### config.mk
export PLATFORM = sky130hd
export DESIGN_NAME = serve_controller
export DESIGN_NICKNAME = d
export VERILOG_FILES = /design/src/rtl/serve_controller.sv
export SDC_FILE = /design/constraint.sdc
export NUM_CORES = 1
export LEC_CHECK = 0
export CAP_MARGIN = 5
export CORE_MARGIN = 4
export CORE_UTILIZATION = 40
export DETAILED_ROUTE_END_ITERATION = 10
export SLEW_MARGIN = 10
export SYNTH_ARGS = -nofsm -noshare
export SYNTH_HDL_FRONTEND = slang
export SYNTH_SLANG_ARGS = --single-unit
### constraint.sdc
create_clock -name clk -period 1.94 [get_ports clk]
set_input_delay 0.582 -clock clk [delete_from_list [all_inputs] [get_ports clk]]
set_output_delay 0.582 -clock clk [all_outputs]
set_load 0.01 [all_outputs]
### src/rtl/serve_controller.sv
// Purpose : sequences each Pong serve (idle/collect/wait/launch/play) and turns
//           four random bits into the ball's serve direction and vertical speed.
// Latency : start edge at clk N -> serve_valid at N+6+DELAY-dependent WAIT clks.
// Flow    : no backpressure; serve_valid is a one-clk pulse the ball logic must take.
// Ports   : clk/rst (async active-low); rand_bit, frame_tick, start_btn,
//           point_scored, scorer in; serve_valid, dir_x, dir_y, speed_y,
//           ball_active, countdown out (all registered).
module serve_controller #(
  parameter int unsigned DELAY_FRAMES = 60
) (
  input  logic       clk,
  input  logic       rst,
  input  logic       rand_bit,
  input  logic       frame_tick,
  input  logic       start_btn,
  input  logic       point_scored,
  input  logic       scorer,
  output logic       serve_valid,
  output logic       dir_x,
  output logic       dir_y,
  output logic [1:0] speed_y,
  output logic       ball_active,
  output logic [7:0] countdown
);

  typedef enum logic [2:0] {IDLE, COLLECT, WAIT, LAUNCH, PLAY} state_t;

  localparam logic [7:0] DELAY_LOAD = 8'(DELAY_FRAMES);

  state_t     state_q, state_d;
  logic       btn_prev_q, btn_prev_d;
  logic [3:0] bits_q, bits_d;
  logic [1:0] bit_cnt_q, bit_cnt_d;
  logic       first_serve_q, first_serve_d;
  logic       last_scorer_q, last_scorer_d;
  logic       serve_valid_q, serve_valid_d;
  logic       dir_x_q, dir_x_d;
  logic       dir_y_q, dir_y_d;
  logic [1:0] speed_y_q, speed_y_d;
  logic       ball_active_q, ball_active_d;
  logic [7:0] countdown_q, countdown_d;

  always_comb begin
    state_d       = state_q;
    btn_prev_d    = start_btn;
    bits_d        = bits_q;
    bit_cnt_d     = bit_cnt_q;
    first_serve_d = first_serve_q;
    last_scorer_d = last_scorer_q;
    serve_valid_d = 1'b0;
    dir_x_d       = dir_x_q;
    dir_y_d       = dir_y_q;
    speed_y_d     = speed_y_q;
    ball_active_d = ball_active_q;
    countdown_d   = countdown_q;

    case (state_q)
      IDLE: begin
        if (start_btn && !btn_prev_q) begin
          state_d       = COLLECT;
          first_serve_d = 1'b1;
          bit_cnt_d     = 2'd0;
        end
      end
      COLLECT: begin
        // b0 lands in bit 0, b3 in bit 3
        bits_d[bit_cnt_q] = rand_bit;
        bit_cnt_d         = bit_cnt_q + 2'd1;
        if (bit_cnt_q == 2'd3) begin
          state_d     = WAIT;
          countdown_d = DELAY_LOAD;
        end
      end
      WAIT: begin
        // Zero check takes priority so a tick at zero never underflows
        if (countdown_q == 8'd0) begin
          state_d = LAUNCH;
        end else if (frame_tick) begin
          countdown_d = countdown_q - 8'd1;
        end
      end
      LAUNCH: begin
        serve_valid_d = 1'b1;
        dir_y_d       = bits_q[0];
        // A zero vertical speed would trap the ball on one row
        speed_y_d     = ({bits_q[1], bits_q[2]} == 2'b00) ? 2'b01 : {bits_q[1], bits_q[2]};
        // Later serves go toward the player who just lost the point
        dir_x_d       = first_serve_q ? bits_q[3] : ~last_scorer_q;
        first_serve_d = 1'b0;
        state_d       = PLAY;
      end
      PLAY: begin
        ball_active_d = 1'b1;
        if (point_scored) begin
          last_scorer_d = scorer;
          ball_active_d = 1'b0;
          bit_cnt_d     = 2'd0;
          state_d       = COLLECT;
        end
      end
      default: state_d = IDLE;
    endcase
  end

  always_ff @(posedge clk or negedge rst) begin
    if (!rst) begin
      state_q       <= IDLE;
      // Starts high so a button held through reset is not seen as an edge
      btn_prev_q    <= 1'b1;
      bits_q        <= 4'd0;
      bit_cnt_q     <= 2'd0;
      first_serve_q <= 1'b1;
      last_scorer_q <= 1'b0;
      serve_valid_q <= 1'b0;
      dir_x_q       <= 1'b0;
      dir_y_q       <= 1'b0;
      speed_y_q     <= 2'b01;
      ball_active_q <= 1'b0;
      countdown_q   <= 8'd0;
    end else begin
      state_q       <= state_d;
      btn_prev_q    <= btn_prev_d;
      bits_q        <= bits_d;
      bit_cnt_q     <= bit_cnt_d;
      first_serve_q <= first_serve_d;
      last_scorer_q <= last_scorer_d;
      serve_valid_q <= serve_valid_d;
      dir_x_q       <= dir_x_d;
      dir_y_q       <= dir_y_d;
      speed_y_q     <= speed_y_d;
      ball_active_q <= ball_active_d;
      countdown_q   <= countdown_d;
    end
  end

  assign serve_valid = serve_valid_q;
  assign dir_x       = dir_x_q;
  assign dir_y       = dir_y_q;
  assign speed_y     = speed_y_q;
  assign ball_active = ball_active_q;
  assign countdown   = countdown_q;

endmodule

==> impl_metrics.ini <==
[timing]
hold_violations = 0
period_needed_ns = 1.86
whs_ns = 0.490
fin_skew_ns = 0.00160
period_share_pct = 96.0
slew_headroom_pct = 68.7
worst_pin_slew_ns = 0.465
setup_violations = 0
timing.fmax_mhz = 537
finalMaxSlewViolations = 0

[floorplan]
rows = 20
die_area_sq_mm = 0.00423
ios = 21
die_y_um = 65.1
start_util_pct = 42.3
die_w_um = 65.1
core_area_sq_mm = 0.00308

[power]
p_switching_mw = 0.789
clkPwrFrac_pct = 11.9
internal_power_mw = 1.29
total_power_mw = 2.08
max-vdd-ir-drop_mv = 0.447
combPwrFrac_pct = 44.2
p_per_area_mw_per_mm2 = 1260
p_seq_share_pct = 43.9
switching_share_pct = 38.0
power_leakage_nw = 0.763

[grt]
grt.busiest_layer = met2
grtUsageMet2_pct = 21.5
met1_usage_pct = 20.4
antenna_found_initial = 0
grt_util_met3_pct = 2.25
grt_first_pass_wirelength_mm = 4.61
grt_usage_pct = 14.3
grt_max_degree = 27
grt-ovfl-total = 0
first_global_vias = 1009

[setup_path]
r2r_cells = 6
path_cells = clkdlybuf4s50_1
critPathKind = flip-flop to primary output
cp_slowest_cell = clkdlybuf4s50_1
worstSetupStartpointType = flip-flop
worst_setup_path_end_kind = primary output
required_ns = 1.36
r2r_start = countdown[1]
rrSetupSlack_ns = 0.10
cp-startpoint = countdown[5]
critPathMaxStageDelay_ns = 0.55
critPathTopFamily = buffers and inverters
path_max_fanout = 3
path_depth = 1
critical_path_buf_inv_count = 1
crit_arrival_ns = 1.28
r2r-end = countdown[6]

[logic_synthesis]
yosysTopAreaCell = dfrtp_1
synth_edf_count = 0
ys_ff_latch = 26
netlist_top_cells_area = dfrtp_1, dfstp_2, ha_1, nand2_1, mux2_2
ys_types = 34
synth.net_count = 141
async_reset_ff_share_pct = 100
yosysMostFrequentCell = dfrtp_1
synth_warnings = 0
netlist_area_sq_mm = 0.00130
yosysSeqAreaShare_pct = 50.2
syn_inst = 128
netlist_top_cells_count = dfrtp_1, nand2_1, o21ai_0, nor2_1
synth_top_cell_area_share_pct = 44.2
synthFlopType = dfrtp_1
syn_avg_cell_area_sq_um = 10.2

[hold_path]
hold_end = speed_y[0]
hold_depth = 2
min_from = speed_y[0]
hold_path_class = flip-flop to flip-flop

[route]
drc_errors = 0
drt_pass1_iterations = 4
drt_iter0_markers = 23
wire_per_inst_um = 13.0
vias = 1010
ant_nets = 0
wl_mm = 2.64
routed_via_density = 4.98

[cts]
htreeDepth = 1
cts_tree = yes
cts_buffers = 3
insertion_delay_ns = 0.33
cts_sinks = 26
cts_hold_buf = 0
clk_path_buf_depth = 2
clk_pin_slew_ns = 0.14
cts-root-buf = clkbuf_4

[finish]
n_antenna_cell = 0
syn2layout_area_growth_pct = 26.7
fillCellCount = 295
nNetsFinal = 173
layout-drive-gt1-share_pct = 20.8

[job]
cap_viol_max_count = 0

[placed_design]
gp_congestion = 0.798
hpwl_mm = 1.94
portBuffers = 20

[run_status]
status = completed
[cells in the final DEF, fill, tap and decap left out, types with 4 or more instances in the layout]
master,instances
dfrtp_1,22
nand2_1,18
clkdlybuf4s50_1,16
o21ai_0,11
nor2_1,10
buf_4,10
inv_1,7
nand3_1,7
ha_1,6
mux2_2,5
a22o_1,4
[final cells by class]
cell class	count	area (sq um)	share of cell area (%)
flip-flops and latches	26	656	39.7
well taps	44	55.1	3.34
inverters	7	26.3	1.59
multi-input cells	92	609	36.9
repair buffers	30	278	16.8
clock buffers	4	26.3	1.59
[sequential cells by signal (all words and copies together) (netlist names)]
name           cells
ball_active        1
bit_cnt_q          2
bits_q             4
btn_prev_q         1
countdown          8
dir_x              1
dir_y              1
first_serve_q      1
last_scorer_q      1
serve_valid        1
speed_y            2
state_q            3
[stage by stage]
| step | setup slack (ns) | instance area [sq um] | TNS [ns] | utilization, % | instances |
|---|---|---|---|---|---|
| finish | 0.0775 | 1650 | 0 | 53.6 | 203 |
| global route | -0.00143 | 1650 | -0.00143 | 53.6 | 203 |
| CTS | 0.00232 | 1620 | 0 | 52.7 | 200 |
| detailed placement | -0.114 | 1580 | -0.280 | 51.2 | 193 |
| global placement | -0.0842 | 1580 | -0.152 | 51.2 | 193 |
| floorplan | 0.179 | 1300 | 0 | - | 128 |
[metal layers]
layer  wire length [um]  up-vias
li1                   -      512
met1               1320      478
met2               1190       15
met3                 86        5
met4                 53        0
met5                  0        -
[power by group through the flow]
stage               Sequential [mW]  Clock, mW  Combinational (mW)
global placement              0.933          0               0.875
finish                        0.912      0.247               0.919
detailed placement            0.938          0               0.899
global route                  0.945      0.279                1.05
floorplan                     0.899          0               0.595
CTS                           0.912      0.253               0.930
[worst max path at each step]
stage	to	slack [ns]
after global routing	countdown[1]	-0.001
after CTS	countdown[5]	0.002
final	countdown[5]	0.08
after detailed placement	bit_cnt_q[0]	-0.11
after floorplan	countdown[6]	0.18
after global placement	bit_cnt_q[0]	-0.08
[cell families (layout without fill, tap and decap cells)]
family          after synthesis  in the layout  share of synthesized area [%]
compound gates               24             24                           12.3
xor+xnor                      2              2                           1.35
fa+ha+maj                     6              6                           5.76
buf+inv                      10             41                           2.98
flops                        26             26                           50.2
mux                           7              7                           5.86
simple gates                 53             53                           21.5
[timing repair]
item,in CTS,in global routing
buffers inserted,3,3
setup endpoints to repair,6,4
gates resized for setup,3,2
(Power assumes the default switching activity.)
